`config.mk`:
```
export PLATFORM = sky130hd
export DESIGN_NAME = chunk_compare
export DESIGN_NICKNAME = d
export VERILOG_FILES = /design/src/rtl/compare_pkg.sv /design/src/rtl/chunk_select.sv /design/src/rtl/chunk_compare.sv
export SDC_FILE = /design/constraint.sdc
export NUM_CORES = 1
export LEC_CHECK = 0
export ABC_CLOCK_PERIOD_IN_PS = 3000
export CORE_ASPECT_RATIO = 1.5
export CORE_MARGIN = 2
export CORE_UTILIZATION = 45
export CTS_CLUSTER_DIAMETER = 40
export CTS_CLUSTER_SIZE = 24
export DETAILED_ROUTE_END_ITERATION = 8
export PLACE_DENSITY_LB_ADDON = 0.2
export SETUP_SLACK_MARGIN = 0.15
export SYNTH_ARGS = -nofsm -noshare
export SYNTH_HDL_FRONTEND = slang
export SYNTH_SLANG_ARGS = --single-unit
```
`constraint.sdc`:
```
create_clock -name clk -period 3 [get_ports clk]
set_clock_uncertainty 0.1 [all_clocks]
set_input_delay 0.3 -clock clk [delete_from_list [all_inputs] [get_ports clk]]
set_output_delay 0.3 -clock clk [all_outputs]
set_load 0.01 [all_outputs]
```
`src/rtl/compare_pkg.sv`:
```
// Shared types and width helpers for the chunked comparator.
// Latency: n/a (types and constant functions only).
// Backpressure: n/a.
package compare_pkg;

    typedef enum logic [1:0] {
        S_WAIT    = 2'd0,
        S_COMPARE = 2'd1,
        S_DONE    = 2'd2
    } state_t;

    // Index width; a single-chunk configuration still needs a 1-bit index.
    function automatic int idx_w(input int n);
        return (n > 1) ? $clog2(n) : 1;
    endfunction

    // Cycle counter must hold the value NCHUNK itself, hence the extra bit.
    function automatic int cnt_w(input int n);
        return $clog2(n) + 1;
    endfunction

endpackage

```
`src/rtl/chunk_select.sv`:
```
// Extracts chunk idx (bits [idx*CHUNK +: CHUNK]) from a WIDTH-bit vector.
// Latency: combinational.
// Backpressure: none.
// Ports: data (WIDTH) in, idx (chunk index) in, chunk (CHUNK) out.
module chunk_select import compare_pkg::*; #(
    parameter  int WIDTH  = 8,
    parameter  int CHUNK  = 2,
    localparam int NCHUNK = WIDTH / CHUNK,
    localparam int IDXW   = idx_w(NCHUNK)
) (
    input  logic [WIDTH-1:0] data,
    input  logic [IDXW-1:0]  idx,
    output logic [CHUNK-1:0] chunk
);

    // Explicit mux over legal indices keeps out-of-range indices at zero.
    always_comb begin
        chunk = '0;
        for (int k = 0; k < NCHUNK; k++) begin
            if (idx == IDXW'(k)) begin
                chunk = data[k*CHUNK +: CHUNK];
            end
        end
    end

endmodule

```
`src/rtl/chunk_compare.sv`:
```
// Compares two WIDTH-bit operands CHUNK bits per cycle, LSB chunk first;
// Latency: 1 cycle to capture, then 1..NCHUNK COMPARE cycles (early exit or full scan).
// Backpressure: none; start is honoured only in WAIT, restart always wins.
// Ports: clk, rst (async, active-high), start, restart, const_time,
//        correct_value/guessed_value (WIDTH) in; busy, success, fail,
//        mismatch_idx, cycle_count, debug_idx out.
// Build option: CHUNK_COMPARE_CONST_TIME_EN enables the constant-time scan mode.
module chunk_compare import compare_pkg::*; #(
    parameter  int WIDTH  = 8,
    parameter  int CHUNK  = 2,
    localparam int NCHUNK = WIDTH / CHUNK,
    localparam int IDXW   = idx_w(NCHUNK),
    localparam int CNTW   = cnt_w(NCHUNK)
) (
    input  logic             clk,
    input  logic             rst,
    input  logic             start,
    input  logic             restart,
    input  logic             const_time,
    input  logic [WIDTH-1:0] correct_value,
    input  logic [WIDTH-1:0] guessed_value,
    output logic             busy,
    output logic             success,
    output logic             fail,
    output logic [IDXW-1:0]  mismatch_idx,
    output logic [CNTW-1:0]  cycle_count,
    output logic [IDXW-1:0]  debug_idx
);

    if (WIDTH % CHUNK != 0) begin : g_bad_width
        $error("chunk_compare: WIDTH must be a multiple of CHUNK");
    end

    state_t            state, state_d;
    logic [WIDTH-1:0]  cap_correct, cap_guess;
    logic [CHUNK-1:0]  chunk_c, chunk_g;
    logic              chunk_mismatch, last_chunk;
    logic              early_exit, any_mismatch, record_idx;
    logic              set_fail, set_success;

    chunk_select #(.WIDTH(WIDTH), .CHUNK(CHUNK)) u_sel_correct (
        .data  (cap_correct),
        .idx   (debug_idx),
        .chunk (chunk_c)
    );

    chunk_select #(.WIDTH(WIDTH), .CHUNK(CHUNK)) u_sel_guess (
        .data  (cap_guess),
        .idx   (debug_idx),
        .chunk (chunk_g)
    );

    assign chunk_mismatch = (chunk_c != chunk_g);
    assign last_chunk     = (debug_idx == IDXW'(NCHUNK - 1));

`ifdef CHUNK_COMPARE_CONST_TIME_EN
    logic cap_ct;
    logic mm_seen;

    always_ff @(posedge clk or posedge rst) begin
        if (rst) begin
            cap_ct  <= 1'b0;
            mm_seen <= 1'b0;
        end else if (restart) begin
            mm_seen <= 1'b0;
        end else if (state == S_WAIT && start) begin
            cap_ct  <= const_time;
            mm_seen <= 1'b0;
        end else if (state == S_COMPARE && chunk_mismatch) begin
            mm_seen <= 1'b1;
        end
    end

    assign early_exit   = !cap_ct;
    assign any_mismatch = mm_seen | chunk_mismatch;
    // Only the first mismatching chunk index is kept during a full scan.
    assign record_idx   = chunk_mismatch && !mm_seen;
`else
    logic unused_const_time;
    assign unused_const_time = const_time;
    assign early_exit   = 1'b1;
    assign any_mismatch = chunk_mismatch;
    assign record_idx   = chunk_mismatch;
`endif

    always_comb begin
        state_d     = state;
        set_fail    = 1'b0;
        set_success = 1'b0;
        case (state)
            S_WAIT: begin
                if (start) state_d = S_COMPARE;
            end
            S_COMPARE: begin
                if (early_exit && chunk_mismatch) begin
                    state_d  = S_DONE;
                    set_fail = 1'b1;
                end else if (last_chunk) begin
                    state_d     = S_DONE;
                    set_fail    = any_mismatch;
                    set_success = !any_mismatch;
                end
            end
            S_DONE:  state_d = S_DONE;
            default: state_d = S_WAIT;
        endcase
        if (restart) state_d = S_WAIT;
    end

    always_ff @(posedge clk or posedge rst) begin
        if (rst) begin
            state        <= S_WAIT;
            busy         <= 1'b0;
            success      <= 1'b0;
            fail         <= 1'b0;
            mismatch_idx <= '0;
            cycle_count  <= '0;
            debug_idx    <= '0;
            cap_correct  <= '0;
            cap_guess    <= '0;
        end else begin
            state <= state_d;
            busy  <= (state_d == S_COMPARE);
            if (restart) begin
                success      <= 1'b0;
                fail         <= 1'b0;
                mismatch_idx <= '0;
                cycle_count  <= '0;
                debug_idx    <= '0;
            end else begin
                case (state)
                    S_WAIT: begin
                        if (start) begin
                            cap_correct <= correct_value;
                            cap_guess   <= guessed_value;
                            cycle_count <= '0;
                            debug_idx   <= '0;
                        end
                    end
                    S_COMPARE: begin
                        // At most NCHUNK COMPARE cycles, so this cannot wrap.
                        cycle_count <= cycle_count + 1'b1;
                        if (record_idx)  mismatch_idx <= debug_idx;
                        if (set_fail)    fail         <= 1'b1;
                        if (set_success) success      <= 1'b1;
                        if (state_d == S_COMPARE) debug_idx <= debug_idx + 1'b1;
                    end
                    default: ;
                endcase
            end
        end
    end

endmodule

```
==> results by group, run 1 <==
Finish
  • Share of layout cells above drive strength 1: 16.2%
  • Nets: 169
  • Layout area overhead: 30.0%
  • # diodes: 0

Detailed routing
  • Per-cell routed wire length: 12.8 um
  • DR vias: 892
  • DR vias/cell: 4.98
  • 1st-pass router iterations: 4
  • Final wirelength: 2290 um
  • ANT nets after route: 0
  • Starting DRT DRC Count: 11
  • Drt drc: 0

Synthesis
  • Area share of the largest cell type after synthesis: 53.8%
  • Simple-gate portion of the synthesized area: 10.2%
  • Syn Inst Count: 110
  • Syn_nets: 136
  • Predominant post-synthesis flop cell: dfrtp_1
  • Asr flop ratio synth: 100%
  • Synth area leaders: dfrtp_1 54%, mux2_2 14%, ha_1 4.8%, xor2_1 4.0%, a21oi_1 3.1%
  • XOR/XNOR Fraction of Synth Area: 5.38%
  • YS warnings: 0
  • Syn avg cell area: 11.8 um2
  • Post-synth EDFFs: 0
  • Synth unique cells: 28
  • Yosys reg bits: 28
  • Main combinational cell family by area after synthesis: multiplexers
  • Compound-Gate Fraction of Synth Area: 8.07%
  • Register area share after synthesis: 53.8%
  • Most numerous cell in the Yosys netlist: dfrtp_1
  • Synth top cells by count: 28 x dfrtp_1, 16 x mux2_2, 8 x a21oi_1
  • Multiplexer share of the synthesized area: 15.4%
  • Yosys top cell by area: dfrtp_1
  • Post-Syn Area: 0.00130 mm2
  • Adder-Cell Fraction of Synth Area: 4.80%

Worst setup path
  • Required time worst endpoint: 3.06 ns
  • Cell Chain, Critical Path: inv_1, ha_1, nor2b_1, o21ai_0, and3_1, or4_4, mux2i_1
  • Critical path arrival: 2.08 ns
  • Crit path max-delay cell type: or4_4
  • Worst Setup End Kind: register
  • Crit Path Class: register to register
  • Nature of the critical path startpoint: register
  • CP max FO: 7
  • Crit-path max cell delay: 0.55 ns

CTS
  • Postcts setup bufs: 0
  • Post_cts resized: 0
  • CTS H-Tree Depth: 1
  • Later-pin clock latency in the skew report: 0.26 ns
  • Cts bufs inserted: 3
  • Hold buffers post-CTS: 0
  • CTS tree: built
  • Clock Path Buffers: 2
  • Clock sink total: 28
  • Clock root buffer: clkbuf_8
  • Worst-path clk slew: 0.09 ns

Worst hold path
  • Hold Path Class: register to register

Timing
  • Max Fclk: 495 MHz
  • Max Slew Vio Count: 0
  • # setup viols final: 0
  • Worst slew margin: 32.6%
  • RSZ-0062 raised after global routing: no
  • Hold Fails Final Rpt: 0
  • Worst hold slack: 0.421 ns
  • Slew @ Worst Pin: 1.01 ns
  • Setup tns final: 0 ns
  • Min Tclk post-route: 2.02 ns
  • Period utilization: 67.3%

Power and ir drop
  • VDD IR-drop max: 0.000512 V
  • Pleak: 0.000736 uW
  • Pwr Density: 719 mW/mm2
  • Pwr Total: 1220 uW

Job
  • Max Cap Viol: 0

Global routing
  • Total grt overflow: 0
  • Largest net degree at the start of global routing: 29
  • All-layer global routing usage: 15.5%
  • Antenna violations before repair: 0
  • Number of global-route vias before repair: 927
  • First-pass GRT wire length: 3760 um

Placement
  • I/O Buffers: 29
  • GP Congestion: 0.773
  • Hpwl dp: 1830 um

Die
  • Die height: 69.9 um
  • # IOs: 31
  • Initial Util: 48.1%
  • Horiz. Die Dim: 47.9 um
  • Core area: 0.00271 mm2
  • Die area: 0.00335 mm2
  • # rows: 23

Outcome
  • Status: finished clean
==> flip-flops by register name, summed over array words and instances (netlist names) <==
| name | cells |
|---|---|
| success | 1 |
| fail | 1 |
| mismatch_idx | 2 |
| busy | 1 |
| cycle_count | 3 |
| cap_guess | 8 |
| debug_idx | 2 |
| state | 2 |
| cap_correct | 8 |
==> per-layer routing <==
layer / global-route usage (%) / share of wire, %
met5: 0 / 0
met4: 7.21 / 1.7
met3: 2.33 / 2.9
met2: 26.4 / 58
met1: 17.7 / 37
==> stage by stage <==
| step | util (%) | instances | instance area, um2 | worst slack (ns) |
|---|---|---|---|---|
| 6_report | 62.6 | 179 | 1690 | 0.982 |
| 5_1_grt | 62.6 | 179 | 1690 | 0.836 |
| 4_1_cts | 62.6 | 179 | 1690 | 0.963 |
| 3_5_place_dp | 60.5 | 175 | 1640 | 0.989 |
| 3_3_place_gp | 60.5 | 175 | 1640 | 1.01 |
| 2_1_floorplan | - | 110 | 1300 | 1.10 |
==> cell usage in the layout (no fill, tap or decap), types with 2 or more instances in the layout <==
master	netlist	layout
a21oi_1	8	8
and3_1	2	2
clkbuf_8	0	4
clkdlybuf4s50_1	0	29
dfrtp_1	28	28
ha_1	5	5
inv_1	6	6
mux2_2	16	16
mux2i_1	2	2
nand2_1	7	7
nor2_1	6	6
nor2b_1	3	3
o21ai_0	4	4
xnor2_1	2	2
xor2_1	6	6
==> cell families after synthesis <==
kind of cell / Yosys count
AOI/OAI and AO/OA: 18
xor gates and xnor gates: 8
adders and majority gates: 5
buffers and inverters: 8
DFF: 28
muxes: 18
and+or+nand+nor: 25
==> final timing paths <==
path	start	to	slack, ns	depth (start not counted)
setup / recovery	debug_idx[0]$_DFFE_PP0P_	mismatch_idx[0]$_DFFE_PP0P_	0.98	7
hold / removal	fail$_DFFE_PP0P_	fail$_DFFE_PP0P_	0.42	2
setup reg to reg	debug_idx[0]$_DFFE_PP0P_	mismatch_idx[0]$_DFFE_PP0P_	0.98	7
hold reg to reg	fail$_DFFE_PP0P_	fail$_DFFE_PP0P_	0.42	2
max in group asynchronous	rst	cap_guess[3]$_DFFE_PP0P_	1.72	2
min in group asynchronous	rst	busy$_DFF_PP0_	0.47	2
==> power by group <==
part / internal (uW) / switching, uW / leakage, uW / total, uW
Clock: 117 / 105 / 0.0000288 / 222
Sequential: 497 / 85.5 / 0.000351 / 583
Combinational: 236 / 177 / 0.000356 / 413
Total: 850 / 367 / 0.000736 / 1220
==> layout make-up <==
class,instances,area (um2)
Clock buffer,4,55.1
Fill cell,262,1010
Inverter,6,22.5
Multi-Input combinational cell,74,571
Sequential cell,28,701
Tap cell,37,46.3
Timing Repair Buffer,30,298
==> critical path, delay by kind of cell, from the launching register on <==
family          cells  cell delay [ns]
flops               1             0.47
simple gates        3             0.83
buf+inv             1             0.12
compound gates      1             0.10
mux                 1             0.14
fa+ha+maj           1             0.15
(Power assumes the default switching activity.)
==> inputs of run 2 (changes only) <==
Settings changed: ABC_CLOCK_PERIOD_IN_PS 3000 to 1690, CORE_UTILIZATION 45 to 44.
Clock period 3 ns to 1.69 ns, I/O delays scaled along.
==> results by group, run 2 (synthesis results as in run 1) <==
Outcome
  • Status: finished, violations left (was finished clean)
  • Failing checks: setup timing

Detailed routing
  • 1st-pass router iterations: 3 (was 4)
  • Starting DRT DRC Count: 17 (was 11)
  • Drt drc: 0 (unchanged)
  • ANT nets after route: 0 (unchanged)
  • Per-cell routed wire length: 14.0 um (was 12.8 um)
  • Final wirelength: 2790 um (was 2290 um)
  • DR vias/cell: 4.97 (was 4.98)
  • DR vias: 990 (was 892)

Global routing
  • Met2 usage: 30.4% (was 26.4%)
  • Largest net degree at the start of global routing: 29 (unchanged)
  • All-layer global routing usage: 16.0% (was 15.5%)
  • Met1 Use GR: 17.1% (was 17.7%)
  • Total grt overflow: 0 (unchanged)
  • First-pass GRT wire length: 4290 um (was 3760 um)
  • Number of global-route vias before repair: 1022 (was 927)
  • Met3 usage in global routing: 2.32% (was 2.33%)
  • Antenna violations before repair: 0 (unchanged)
  • Grt peak-use layer: met2 (unchanged)

Finish
  • Biggest regs: cap_correct: 8 flops, cap_guess: 8 flops, cycle_count: 3 flops (unchanged)
  • # diodes: 0 (unchanged)
  • Nets: 187 (was 169)
  • Fillers: 222 (was 262)
  • Layout area overhead: 55.9% (was 30.0%)
  • Commonest cells after routing, fill and taps aside: 27 x dfrtp_1, 27 x clkdlybuf4s50_1, 16 x mux2_4, 16 x buf_4 (was 29 x clkdlybuf4s50_1, 28 x dfrtp_1, 16 x mux2_2)
  • Final cell count without fillers: 199 (was 179)
  • Share of layout cells above drive strength 1: 37.5% (was 16.2%)

Timing
  • Period utilization: 108% (was 67.3%)
  • Hold Fails Final Rpt: 0 (unchanged)
  • Final WS setup: -0.130 ns (was 0.982 ns)
  • Min Tclk post-route: 1.82 ns (was 2.02 ns)
  • # setup viols final: 5 (was 0)
  • Max Fclk: 550 MHz (was 495 MHz)
  • Worst slew margin: 76.5% (was 32.6%)
  • Setup tns final: -0.427 ns (was 0 ns)
  • Slew @ Worst Pin: 0.353 ns (was 1.01 ns)
  • RSZ-0062 raised after global routing: yes (was no)
  • Max Slew Vio Count: 0 (unchanged)

Worst setup path
  • Crit Path Class: register to register (unchanged)
  • Required time worst endpoint: 1.75 ns (was 3.06 ns)
  • Worst Setup End Kind: register (unchanged)
  • Critical path arrival: 1.88 ns (was 2.08 ns)
  • Critical Path Source: debug_idx[1]$_DFFE_PP0P_ (was debug_idx[0]$_DFFE_PP0P_)
  • Nature of the critical path startpoint: register (unchanged)
  • RR Startpoint: debug_idx[1]$_DFFE_PP0P_ (was debug_idx[0]$_DFFE_PP0P_)
  • CP max FO: 3 (was 7)

Job
  • Max Cap Viol: 0 (unchanged)

CTS
  • Cts bufs inserted: 3 (unchanged)
  • Clock sink total: 28 (unchanged)
  • CTS H-Tree Depth: 1 (unchanged)
  • CTS tree: built (unchanged)
  • Hold buffers post-CTS: 0 (unchanged)
  • Clock root buffer: clkbuf_8 (unchanged)
  • Later-pin clock latency in the skew report: 0.28 ns (was 0.26 ns)
  • Worst-path clk slew: 0.09 ns (about the same)
  • Clock Path Buffers: 2 (unchanged)

Die
  • Core area: 0.00285 mm2 (was 0.00271 mm2)
  • Horiz. Die Dim: 48.4 um (was 47.9 um)
  • # rows: 24 (was 23)
  • Die height: 70.6 um (was 69.9 um)
  • Initial Util: 45.7% (was 48.1%)
  • # IOs: 31 (unchanged)
  • Die area: 0.00342 mm2 (was 0.00335 mm2)

Placement
  • GP Congestion: 0.847 (was 0.773)
  • Placed Cells: 188 (was 175)
  • Hpwl dp: 1940 um (was 1830 um)
  • I/O Buffers: 29 (unchanged)
  • Dpl ws: -0.148 ns (was 0.989 ns)

Worst hold path
  • Hold Path Class: input pin to async pin (was register to register)

Power and ir drop
  • Pleak: 0.000916 uW (was 0.000736 uW)
  • Pwr Density: 1320 mW/mm2 (was 719 mW/mm2)
  • VDD IR-drop max: 0.00112 V (was 0.000512 V)
## run 2: cell types whose count changed in the layout (fill, tap and decap cells not counted), sizes merged
cell           change
clkdlybuf4s15      +1
dlygate4sd2        +1
clkdlybuf4s50      -2
buf               +17
clkbuf             +1
## run 2: where the power goes
part	switching (uW)	internal [uW]
Combinational	467	760
Sequential	165	884
Clock	196	209
## run 2: area by class of cell
cell class / instances / area (um2) / share of cell area [%]
Clock buffer: 4 / 55.1 / 2.71
Inverter: 6 / 25.0 / 1.23
Multi-Input combinational cell: 74 / 734 / 36.2
Sequential cell: 28 / 702 / 34.6
Tap cell: 39 / 48.8 / 2.40
Timing Repair Buffer: 48 / 465 / 22.9
## run 2: worst paths after layout
kind                                                    end  slack, ns  depth (start not counted)
worst max register to register  mismatch_idx[1]$_DFFE_PP0P_      -0.13                          6
worst min register to register          success$_DFFE_PP0P_       0.42                          2
min in group clk                 cap_correct[0]$_DFFE_PP0P_       0.40                          2
worst min-delay path                         busy$_DFF_PP0_       0.16                          3
max in group asynchronous          debug_idx[0]$_DFFE_PP0P_       1.05                          3
worst max-delay path            mismatch_idx[1]$_DFFE_PP0P_      -0.13                          6
## run 2: layer usage
layer | part of all wire, % | up-vias
li1 | - | 474
met1 | 39 | 488
met2 | 55 | 21
met3 | 3.4 | 7
met4 | 2.1 | 0
met5 | 0 | -
## run 2: per-stage QoR
step,utilization (%),power (uW),hold slack [ns],area [um2]
final,71.2,2680,0.157,2030
after global routing,71.2,2850,0.205,2030
after CTS,63.9,2390,0.163,1820
after detailed placement,61.5,1940,0.413,1760
after global placement,61.5,1900,0.383,1760
after floorplan,-,1590,0.134,1330
## run 2: worst max-delay path: stages (launching register included)
cell	delay [ns]
dfrtp_1	0.42
inv_2	0.09
ha_2	0.20
o21ai_1	0.10
and3_4	0.19
or4_4	0.45
mux2i_1	0.14
## run 2: timing repair
action                                  4_1_cts  5_1_grt
gates cloned                                  0        1
resized for setup                             4       38
endpoints found under the setup margin       10       26
endpoints found under the hold margin         0        0
setup buffers                                 2        4
pin swaps                                     0        6
